[src/rtl/multi_unit_interrupt_controller.sv]
// Round-robin sequencer ownership arbiter: an interrupt edge from the current owner
// saves its PC, parks it in reset, idles the bus for a drain window, then grants the next unit.
module multi_unit_interrupt_controller #(
  parameter int N_UNITS = 2,
  parameter int PC_W    = 32,
  parameter int OWNER_W = (N_UNITS > 2) ? $clog2(N_UNITS) : 1,
  parameter int DRAIN   = 2,
  parameter int CNT_W   = 16
) (
  input  logic                    clk,
  input  logic                    interrupt_reset,
  input  logic                    seq_reset,
  input  logic                    pc_reset,
  input  logic [N_UNITS-1:0]      int_req,
  input  logic [N_UNITS*PC_W-1:0] unit_pc,
  output logic [N_UNITS-1:0]      seq_en,
  output logic [N_UNITS-1:0]      seq_reset_out,
  output logic [OWNER_W-1:0]      bus_owner,
  output logic [PC_W-1:0]         epc,
  output logic [N_UNITS-1:0]      int_ack,
  output logic                    busy,
  output logic [CNT_W-1:0]        switch_count,
  output logic                    err_spurious
);

  typedef enum logic {ST_RUN, ST_DRAIN} state_t;

  state_t               state_q, state_d;
  logic [OWNER_W-1:0]   bus_owner_q, bus_owner_d;
  logic [N_UNITS-1:0]   seq_en_q, seq_en_d;
  logic [N_UNITS-1:0]   rst_int_q, rst_int_d;
  logic [N_UNITS-1:0]   seq_reset_out_q, seq_reset_out_d;
  logic [PC_W-1:0]      epc_q, epc_d;
  logic [N_UNITS-1:0]   int_ack_q, int_ack_d;
  logic                 busy_q, busy_d;
  logic [CNT_W-1:0]     switch_count_q, switch_count_d;
  logic                 err_q, err_d;
  logic [7:0]           cnt_q, cnt_d;
  logic [N_UNITS-1:0]   req_q, req_d;

  logic [N_UNITS-1:0]   req_edge;
  logic [N_UNITS-1:0]   owner_mask;
  logic [N_UNITS-1:0]   tgt_mask;
  logic [OWNER_W-1:0]   tgt;
  logic [PC_W-1:0]      pc_sel;

  always_comb begin
    req_edge = int_req & ~req_q;
    tgt = (bus_owner_q == OWNER_W'(N_UNITS - 1)) ? '0 : bus_owner_q + OWNER_W'(1);
    owner_mask = '0;
    tgt_mask   = '0;
    pc_sel     = '0;
    for (int i = 0; i < N_UNITS; i++) begin
      owner_mask[i] = (bus_owner_q == OWNER_W'(i));
      tgt_mask[i]   = (tgt == OWNER_W'(i));
      if (bus_owner_q == OWNER_W'(i)) pc_sel = unit_pc[i*PC_W +: PC_W];
    end
  end

  always_comb begin
    state_d        = state_q;
    bus_owner_d    = bus_owner_q;
    seq_en_d       = seq_en_q;
    rst_int_d      = rst_int_q;
    int_ack_d      = '0;
    busy_d         = busy_q;
    switch_count_d = switch_count_q;
    cnt_d          = cnt_q;
    req_d          = int_req;
    // Any non-owner edge, or any edge during a handoff, is flagged and otherwise ignored.
    err_d = err_q | (|(req_edge & ~owner_mask)) | ((state_q == ST_DRAIN) && (|req_edge));
    epc_d = pc_reset ? '0 : epc_q;
    case (state_q)
      ST_RUN: begin
        if ((|(req_edge & owner_mask)) && !pc_reset) begin
          epc_d     = pc_sel;
          seq_en_d  = '0;
          rst_int_d = rst_int_q | owner_mask;
          cnt_d     = 8'(DRAIN);
          busy_d    = 1'b1;
          state_d   = ST_DRAIN;
        end
      end
      ST_DRAIN: begin
        if (cnt_q != 8'd0) begin
          cnt_d = cnt_q - 8'd1;
        end else begin
          bus_owner_d    = tgt;
          seq_en_d       = tgt_mask;
          rst_int_d      = rst_int_q & ~tgt_mask;
          int_ack_d      = tgt_mask;
          switch_count_d = switch_count_q + CNT_W'(1);
          busy_d         = 1'b0;
          state_d        = ST_RUN;
        end
      end
      default: state_d = ST_RUN;
    endcase
    // External sequencer reset overlays the internal per-unit reset state.
    seq_reset_out_d = rst_int_d | {N_UNITS{seq_reset}};
  end

  always_ff @(posedge clk or posedge interrupt_reset) begin
    if (interrupt_reset) begin
      state_q         <= ST_RUN;
      bus_owner_q     <= '0;
      seq_en_q        <= N_UNITS'(1);
      rst_int_q       <= '0;
      seq_reset_out_q <= '0;
      epc_q           <= '0;
      int_ack_q       <= '0;
      busy_q          <= 1'b0;
      switch_count_q  <= '0;
      err_q           <= 1'b0;
      cnt_q           <= '0;
      req_q           <= '0;
    end else begin
      state_q         <= state_d;
      bus_owner_q     <= bus_owner_d;
      seq_en_q        <= seq_en_d;
      rst_int_q       <= rst_int_d;
      seq_reset_out_q <= seq_reset_out_d;
      epc_q           <= epc_d;
      int_ack_q       <= int_ack_d;
      busy_q          <= busy_d;
      switch_count_q  <= switch_count_d;
      err_q           <= err_d;
      cnt_q           <= cnt_d;
      req_q           <= req_d;
    end
  end

  assign seq_en        = seq_en_q;
  assign seq_reset_out = seq_reset_out_q;
  assign bus_owner     = bus_owner_q;
  assign epc           = epc_q;
  assign int_ack       = int_ack_q;
  assign busy          = busy_q;
  assign switch_count  = switch_count_q;
  assign err_spurious  = err_q;

endmodule

[config.mk]
export PLATFORM = sky130hd
export DESIGN_NAME = multi_unit_interrupt_controller
export DESIGN_NICKNAME = d
export VERILOG_FILES = /design/src/rtl/multi_unit_interrupt_controller.sv
export SDC_FILE = /design/constraint.sdc
export NUM_CORES = 1
export LEC_CHECK = 0
export ABC_AREA = 1
export BUFFER_PORTS_ARGS = -buffer_cell sky130_fd_sc_hd__clkbuf_2
export CORE_UTILIZATION = 43
export DETAILED_ROUTE_END_ITERATION = 12
export GPL_ROUTABILITY_DRIVEN = 1
export GPL_TIMING_DRIVEN = 1
export PLACE_DENSITY = 0.78
export SYNTH_ARGS = -nofsm -noshare
export SYNTH_HDL_FRONTEND = slang
export SYNTH_SLANG_ARGS = --single-unit
[constraint.sdc]
create_clock -name clk -period 5.9 [get_ports clk]
set_clock_uncertainty 0.2 [all_clocks]
set_input_delay 0 -clock clk [delete_from_list [all_inputs] [get_ports clk]]
set_output_delay 0 -clock clk [all_outputs]
set_load 0.05 [all_outputs]
==> run summary, run 1 <==
Synth Cell Area -> 3650 µm²
FF-to-FF path depth -> 8
worst hold slack -> 0.0298 ns
# setup viols final -> 0
Worst Setup SP -> bus_owner$_DFFE_PP0P_
die height -> 94.2 µm
CP Max Fanout -> 39
vias per inst -> 5.07
total track usage -> 25.1%
fin util -> 63.7%
pre-CTS setup slack -> 3.06 ns
DRT iter0 DRCs -> 211
initial antenna violation count -> 0
vias post-DR -> 3999
cell type group with the largest total delay on the critical path -> simple AND/OR/NAND/NOR gates
DR pass1 iterations -> 5
reg2reg setup slack -> 2.43 ns
Slew Limit Fails -> 0
dpl hpwl -> 6170 µm
TritonCTS Buffers -> 9
Worst EP required -> 5.97 ns
GPL Wtd Cong -> 0.847
core box area -> 8220 µm²
Antenna Cells -> 0
power density cells -> 446 nW/µm²
synthesis-stage register bit count -> 70
Post-Place Cells -> 705
Final period util -> 58.8%
Cell variety after synth -> 31
post-route ant nets -> 0
remaining routing DRC violations -> 0
Non-Filler Instances -> 789
Final WS setup -> 2.43 ns
total congestion overflow -> 0
Syn Area/Cell -> 7.42 µm²
final setup TNS -> 0 ns
Worst EP arrival -> 3.54 ns
RR Startpoint -> bus_owner$_DFFE_PP0P_
largest stage delay on the critical path -> 0.97 ns
first-pass GRT wire length -> 17400 µm
crit path capture type -> flop
slowest CP cell -> nor2_2
min-delay worst type -> in -> reg
CTS Sinks -> 70
area post-placement -> 4320 µm²
most used cell, CP -> nand3_1
DR WL/cell -> 13.3 µm
CTS root buf -> clkbuf_8
Area Overhead vs Synth -> 43.2%
Max Cap Violations -> 0
CTS tree -> done
Longest Clk Path Bufs -> 2
vias in the first global route -> 3727
Top-Level Pins -> 127
register area share after synthesis -> 48.0%
Setup crit end -> epc[31]$_DFF_PP0_
Slew headroom -> 15.9%
Buffers & Inverters on Critical Path -> 3
Syn. warnings -> 0
# port buffers -> 126
P_leak -> 2.91 nW
status -> finished clean
fin crit period -> 3.47 ns
VDD IR max -> 0.000220 V
r2r endpoint -> epc[31]$_DFF_PP0_
final hold violations -> 0
Fmax achieved -> 288 MHz
num rows -> 33
Worst-Margin Slew -> 1.26 ns
post-synthesis cell count -> 492
commonest cells after routing, fill and taps aside -> nand2_1 (248), clkbuf_2 (126), dfrtp_1 (69)
RSZ-0062 raised after global routing -> no
die area -> 8870 µm²
initial core utilization -> 44.4%
WL final -> 10500 µm
Total Power -> 2.33 mW
Die Wd -> 94.2 µm
Crit path depth -> 8
final net count -> 751
kind of critical path -> reg -> reg
share of layout cells above drive strength 1 -> 23.7%
Worst setup SP type -> flop
largest net degree at the start of global routing -> 71
most common cell after layout, fill and taps aside -> nand2_1
final instance area -> 5230 µm²
HP Start -> pc_reset
CP Cell Sequence -> buf_4 > inv_2 > nand2_1 > nand3_1 > nor2_2 > nand3_1 > nand3_1 > dlygate4sd3_1
clk_lat worst skew -> 0.34 ns
Synth Net Count -> 564
clk slew on worst S/H paths -> 0.09 ns
# H-tree levels -> 3
==> flip-flops by register name (all words and copies together), names as in the netlist <==
register,cells
bus_owner,1
switch_count,16
state_q,1
int_ack,2
cnt_q,8
seq_reset_out,2
rst_int_q,2
busy,1
seq_en,2
epc,32
err_spurious,1
req_q,2
==> logic make-up (layout without fill, tap and decap cells) <==
family,Yosys count,in the layout,synth area share (%)
compound gates,17,17,2.54
xor+xnor,9,9,2.36
fa+ha+maj,2,2,0.685
buf+inv,46,238,5.69
flops,70,70,48.0
simple gates,348,348,40.7
==> cell type report <==
cell class,count,area (µm²)
fill,635,2990
sequential,70,1750
multi-input combinational,376,1690
timing repair buffer,197,1330
tap,105,131
clock buffer,9,124
clock inverter,7,104
inverter,25,93.8
==> Yosys cell counts <==
| cell type | instances | share of area, % |
|---|---|---|
| nand2_1 | 248 | 25 |
| dfrtp_1 | 69 | 47 |
| nand3_1 | 52 | 7.1 |
| nor2_1 | 29 | 3.0 |
| inv_1 | 23 | 2.4 |
| o21ai_0 | 14 | 1.9 |
| clkbuf_1 | 10 | 1.0 |
| buf_2 | 7 | 0.96 |
| xor2_1 | 6 | 1.4 |
| nand4_1 | 4 | 0.69 |
| buf_6 | 3 | 0.92 |
| nor2_2 | 3 | 0.51 |
| ha_1 | 2 | 0.69 |
| nand2_4 | 2 | 0.62 |
| nand3b_1 | 2 | 0.41 |
| nor3_4 | 2 | 0.89 |
| xnor2_1 | 2 | 0.48 |
| a211o_1 | 1 | 0.24 |
| a21oi_1 | 1 | 0.14 |
| buf_4 | 1 | 0.21 |
| clkinv_1 | 1 | 0.10 |
| dfstp_2 | 1 | 0.72 |
| inv_2 | 1 | 0.10 |
| nand2_2 | 1 | 0.17 |
| nand2b_1 | 1 | 0.17 |
| nand3_4 | 1 | 0.48 |
| nand4_2 | 1 | 0.34 |
| nor2_4 | 1 | 0.31 |
| nor2_8 | 1 | 0.55 |
| o21ai_2 | 1 | 0.24 |
| xor2_2 | 1 | 0.45 |
==> how the worst min path moves through the flow <==
| stage | to | slack, ns | cells after the start |
|---|---|---|---|
| final | epc[24]$_DFF_PP0_ | 0.03 | 5 |
| after global routing | epc[12]$_DFF_PP0_ | 0.05 | 5 |
| after CTS | epc[25]$_DFF_PP0_ | 0.01 | 5 |
| after detailed placement | req_q[0]$_DFF_PP0_ | -0.07 | 1 |
| after global placement | req_q[0]$_DFF_PP0_ | -0.08 | 1 |
| after floorplan | req_q[0]$_DFF_PP0_ | -0.17 | 0 |
==> routing by layer <==
layer / part of all wire [%] / GRT usage [%] / vias to the layer above
li1: - / - / 1906
met1: 41 / 31.9 / 1841
met2: 48 / 40.3 / 215
met3: 7.4 / 5.10 / 37
met4: 3.2 / 12.2 / 0
met5: 0 / 0 / -
==> worst min-delay path, delay by kind of cell <==
kind	cells	cell delay, ns
simple gates	2	0.18
buf+inv	3	0.37
==> where the power goes <==
group / switching, mW / total [mW] / internal, mW
Sequential: 0.104 / 0.707 / 0.603
Combinational: 0.809 / 1.18 / 0.374
Clock: 0.198 / 0.442 / 0.244
==> repair_timing <==
| action | in CTS | in global routing |
|---|---|---|
| hold buffers | 68 | 0 |
| buffers inserted | 0 | 0 |
| gates resized for setup | 0 | 0 |
| endpoints found under the hold margin | 107 | 0 |
No activity file was read; power rests on OpenSTA's default activity.
==> run 2: changes to the inputs <==
ABC_AREA = 0   (was 1)
PLACE_DENSITY = 0.8   (was 0.78)
clock period = 3.5 ns   (was 5.9 ns; I/O delays follow)
==> run 2 against run 1 <==
  * Global-route usage fell by 2.2 points
  * Synthesized area down 11%
  * Count of clock-buffer cells in the layout is the same
  * Routed wire length down 14%
  * Combinational power is 87% lower
  * First-iteration DRC count down 44%
  * Largest power group is now sequential cells
==> run summary, run 2 <==
status -> finished clean
total track usage -> 22.9%
vias in the first global route -> 2925
final setup TNS -> 0 ns
most common cell after layout, fill and taps aside -> clkbuf_2
DRT iter0 DRCs -> 118
slowest CP cell -> dlygate4sd3_1
max FFs per register -> 32
Slew Limit Fails -> 0
Worst EP required -> 3.54 ns
r2r endpoint -> epc[31]$_DFF_PP0_
Antenna Cells -> 0
share of layout cells above drive strength 1 -> 33.7%
largest stage delay on the critical path -> 0.56 ns
dominant cells by area after synthesis -> dfrtp_1 (53%), mux2i_1 (9.5%), nand3b_1 (7.4%)
CP Cell Sequence -> nor2_1 > o21ai_4 > buf_4 > nand3b_1 > nand3_1 > dlygate4sd3_1
Worst-Margin Slew -> 1.06 ns
Synth Cell Area -> 3270 µm²
reg2reg setup slack -> 0.88 ns
Syn. warnings -> 0
top cell type by total area after synthesis -> dfrtp_1
# port buffers -> 126
vias post-DR -> 3045
HP Start -> pc_reset
Final period util -> 74.8%
Longest Clk Path Bufs -> 2
RSZ-0062 raised after global routing -> no
Fmax achieved -> 382 MHz
initial core utilization -> 44.8%
Synth Net Count -> 359
Worst Hold Path EP -> epc[5]$_DFF_PP0_
total congestion overflow -> 0
cell type group with the largest total delay on the critical path -> buffers and inverters
Cell variety after synth -> 43
Worst setup SP type -> flop
DR WL/cell -> 15.5 µm
die height -> 89.1 µm
dpl hpwl -> 5080 µm
Slew headroom -> 29.3%
register area share after synthesis -> 53.7%
largest net degree at the start of global routing -> 64
EDFF count, synth -> 0
core box area -> 7290 µm²
CTS-repair resized insts -> 0
Max Cap Violations -> 0
num rows -> 31
Worst EP arrival -> 2.65 ns
Post-synth top cells -> dfrtp_1 (69), o21ai_0 (34), nand3b_1 (32), mux2i_1 (31), xnor2_1 (15)
initial antenna violation count -> 0
final net count -> 550
Top FF cell, synth -> dfrtp_1
Die Wd -> 89.1 µm
RR Startpoint -> state_q$_DFF_PP0_
CTS tree -> done
first-pass GRT wire length -> 13500 µm
VDD IR max -> 0.000254 V
TritonCTS Buffers -> 9
top cell type's share of synthesized area -> 52.9%
Syn Area/Cell -> 11.4 µm²
GPL Wtd Cong -> 0.881
min-delay worst type -> in -> reg
vias per inst -> 5.23
WHS Path Cells -> 3
post-synthesis cell count -> 287
P_leak -> 2.30 nW
most numerous cell in the Yosys netlist -> dfrtp_1
CTS root buf -> clkbuf_8
CP Max Fanout -> 63
Top-Level Pins -> 127
fin crit period -> 2.62 ns
FF-to-FF path depth -> 6
Buffers & Inverters on Critical Path -> 2
Area Overhead vs Synth -> 48.1%
# H-tree levels -> 3
number of hold buffers added after CTS -> 68
die area -> 7950 µm²
# setup viols final -> 0
synthesis-stage register bit count -> 70
CTS Sinks -> 70
clk_lat worst skew -> 0.34 ns
Post-CTS Setup Repair Bufs -> 0
power density cells -> 319 nW/µm²
Synth async-reset ratio -> 100%
clk slew on worst S/H paths -> 0.09 ns
commonest cells after routing, fill and taps aside -> clkbuf_2 (126), dfrtp_1 (68), dlygate4sd3_1 (68)
crit path capture type -> flop
WL final -> 9010 µm
post-route ant nets -> 0
Filler cells -> 543
Crit path depth -> 6
Total Power -> 1.54 mW
remaining routing DRC violations -> 0
final hold violations -> 0
DR pass1 iterations -> 5
kind of critical path -> reg -> reg
[run 2: cell count changes after synthesis, sizes merged, moves of 13 or more]
cell | previous run | this run
nor2 | 34 | 6
nand2 | 251 | 14
o21ai | 15 | 35
nand3b | 2 | 32
mux2i | 0 | 31
nand3 | 53 | 11
xnor2 | 2 | 15
inv | 24 | 5
[run 2: cell families after synthesis]
group	share of synthesized area, %
AO/OA/AOI/OAI	9.69
AND/OR/NAND/NOR	18.2
adder cells (fa/ha/maj)	0.766
buffers and inverters	2.76
multiplexers	10.3
flip-flops	53.7
XOR/XNOR	4.56
[run 2: stage by stage]
| step | area, µm² | hold slack [ns] | utilization [%] | setup slack (ns) | cells |
|---|---|---|---|---|---|
| finish | 4840 | 0.131 | 66.3 | 0.883 | 582 |
| global route | 4840 | 0.159 | 66.3 | 0.736 | 582 |
| CTS | 4840 | 0.113 | 66.3 | 0.960 | 582 |
| detailed placement | 3980 | -0.0437 | 54.6 | 1.12 | 498 |
| global placement | 3980 | -0.0476 | 54.6 | 1.18 | 498 |
| floorplan | 3270 | -0.169 | - | 1.19 | 287 |
[run 2: tightest hold or removal path, cell delays in order]
cell      delay [ns]
clkbuf_2        0.40
nand3b_1        0.17
o21ai_0         0.07
[run 2: worst max path at each step]
stage,startpoint,end,slack (ns)
4_1_cts,bus_owner$_DFFE_PP0P_,epc[31]$_DFF_PP0_,0.96
2_1_floorplan,bus_owner$_DFFE_PP0P_,cnt_q[7]$_DFFE_PP0P_,1.19
3_5_place_dp,cnt_q[0]$_DFFE_PP0P_,seq_reset_out[1]$_DFF_PP0_,1.12
5_1_grt,state_q$_DFF_PP0_,epc[31]$_DFF_PP0_,0.74
3_3_place_gp,cnt_q[0]$_DFFE_PP0P_,seq_reset_out[0]$_DFF_PP0_,1.18
6_report,state_q$_DFF_PP0_,epc[31]$_DFF_PP0_,0.88
[run 2: report_power, final]
group	switching, mW	total [mW]	internal (mW)
Clock	0.325	0.583	0.258
Sequential	0.00126	0.812	0.811
Combinational	0.0575	0.149	0.0914
Total	0.384	1.54	1.16
[run 2: per-layer routing]
layer / track usage, % / part of all wire, %
met1: 26.6 / 40
met2: 38.9 / 52
met3: 5.17 / 4.9
met4: 13.1 / 3.6
met5: 0 / 0
[run 2: area by class of cell]
type / count / area [µm²] / share of cell area (%)
multi-input cells: 195 / 1430 / 29.6
clock inverters: 7 / 48.8 / 1.01
repair buffers: 197 / 1330 / 27.6
clock buffers: 9 / 124 / 2.56
well taps: 99 / 124 / 2.56
flip-flops and latches: 70 / 1750 / 36.3
inverters: 5 / 18.8 / 0.388
==> run 3: changes to the inputs <==
ABC_AREA = 1   (was 0)
PLACE_DENSITY = 0.78   (was 0.8)
clock period = 2.6 ns   (was 3.5 ns; I/O delays follow)
==> run 3 against run 2 <==
  * Count of clock-buffer cells in the layout grew 2
  * Maximum frequency is 7.4% higher
  * Register-to-register slack worse by 0.72 ns
  * Combinational power grew to 18 times the previous value
  * Sequential power grew 100%
  * Global-route usage up 3.7 points
  * Hold slack worse by 0.10 ns
  * Non-clock buffer count up 4
  * Critical endpoint unchanged
  * Critical path depth grew 2
==> run summary, run 3 (synthesized netlist as in run 1, its figures left out) <==
CTS Sinks -> 70
# port buffers -> 126
min-delay worst type -> in -> async
initial antenna violation count -> 0
core box area -> 8220 µm²
first-pass GRT wire length -> 18200 µm
CP Max Fanout -> 27
DR pass1 iterations -> 5
DR WL/cell -> 13.9 µm
# H-tree levels -> 3
dpl hpwl -> 6710 µm
worst hold slack -> 0.0257 ns
VDD IR max -> 0.000529 V
clk_lat worst skew -> 0.34 ns
total congestion overflow -> 0
RR Startpoint -> bus_owner$_DFFE_PP0P_
initial core utilization -> 44.4%
fin crit period -> 2.44 ns
Antenna Cells -> 0
die area -> 8870 µm²
share of layout cells above drive strength 1 -> 24.0%
largest net degree at the start of global routing -> 49
commonest cells after routing, fill and taps aside -> nand2_1 (248), clkbuf_2 (126), dlygate4sd3_1 (69)
num rows -> 33
FF-to-FF path depth -> 8
Worst setup SP type -> flop
Fmax achieved -> 410 MHz
Worst EP required -> 2.67 ns
Top-Level Pins -> 127
WL final -> 11000 µm
RSZ-0062 raised after global routing -> no
# setup viols final -> 0
Post-CTS Setup Repair Bufs -> 0
die height -> 94.2 µm
r2r endpoint -> epc[31]$_DFF_PP0_
vias post-DR -> 4050
CTS root buf -> clkbuf_8
Worst-Margin Slew -> 0.511 ns
DRT iter0 DRCs -> 221
crit path capture type -> flop
Final period util -> 93.7%
final net count -> 755
Area Overhead vs Synth -> 43.7%
Die Wd -> 94.2 µm
vias per inst -> 5.11
reg2reg setup slack -> 0.16 ns
clk slew on worst S/H paths -> 0.08 ns
most common cell after layout, fill and taps aside -> nand2_1
GPL Wtd Cong -> 0.870
total track usage -> 26.6%
vias in the first global route -> 4063
CTS tree -> done
max FFs per register -> 32
final hold violations -> 0
kind of critical path -> reg -> reg
Filler cells -> 637
power density cells -> 995 nW/µm²
post-route ant nets -> 0
remaining routing DRC violations -> 0
Slew headroom -> 65.9%
TritonCTS Buffers -> 9
Max Cap Violations -> 0
Slew Limit Fails -> 0
status -> finished clean
P_leak -> 2.92 nW
final setup TNS -> 0 ns
Longest Clk Path Bufs -> 2
Worst EP arrival -> 2.51 ns
-- run 3: how the worst max path moves through the flow --
stage	start	endpoint	slack (ns)
6_report	bus_owner$_DFFE_PP0P_	epc[31]$_DFF_PP0_	0.16
2_1_floorplan	interrupt_reset	bus_owner$_DFFE_PP0P_	0.63
3_5_place_dp	state_q$_DFF_PP0_	seq_reset_out[1]$_DFF_PP0_	0.54
5_1_grt	bus_owner$_DFFE_PP0P_	epc[31]$_DFF_PP0_	0.02
4_1_cts	bus_owner$_DFFE_PP0P_	epc[31]$_DFF_PP0_	0.06
3_3_place_gp	state_q$_DFF_PP0_	seq_reset_out[1]$_DFF_PP0_	0.63
-- run 3: what timing repair did --
action / CTS / global route
hold buffers: 69 / 0
gates resized for setup: 0 / 1
endpoints found under the setup margin: 0 / 1
endpoints found under the hold margin: 107 / 0
-- run 3: final cells by class --
type                    count  area (µm²)  share of cell area, %
clock buffers              11         141                   2.69
clock inverters             5        58.8                   1.12
flip-flops and latches     70        1750                   33.4
multi-input cells         376        1690                   32.2
repair buffers            201        1380                   26.3
well taps                 105         131                   2.50
inverters                  25        93.8                   1.79
-- run 3: per-stage QoR --
| step | utilization, % | area (µm²) | setup slack [ns] | total power [mW] | cells |
|---|---|---|---|---|---|
| 2_1_floorplan | - | 3650 | 0.633 | 3.43 | 492 |
| 3_3_place_gp | 53.0 | 4360 | 0.627 | 3.88 | 708 |
| 3_5_place_dp | 53.0 | 4360 | 0.535 | 3.94 | 708 |
| 4_1_cts | 63.9 | 5250 | 0.0596 | 5.15 | 793 |
| 5_1_grt | 63.9 | 5250 | 0.0196 | 5.57 | 793 |
| 6_report | 63.9 | 5250 | 0.163 | 5.22 | 793 |
-- run 3: power by group --
group	total [mW]	switching (mW)	internal, mW	leakage [nW]
clock network	0.877	0.408	0.469	0.0955
logic	2.71	1.84	0.866	1.91
registers	1.64	0.269	1.37	0.919
total	5.22	2.52	2.71	2.92
-- run 3: critical path, cell delays in order, from the launching register on --
cell and delay [ns]:
dfrtp_2 0.53, inv_2 0.06, nand2_1 0.11, nand3_1 0.13, nor2_2 0.27, buf_4 0.34
nand3_1 0.11, nand3_1 0.08, dlygate4sd3_1 0.55
-- run 3: per-layer routing --
metal	up-vias	routed length (µm)	share of wire (%)	GRT usage [%]
li1	1908	-	-	-
met1	1878	4370	40	31.4
met2	223	5360	49	44.3
met3	41	858	7.8	6.63
met4	0	426	3.9	14.1
met5	-	0	0	0
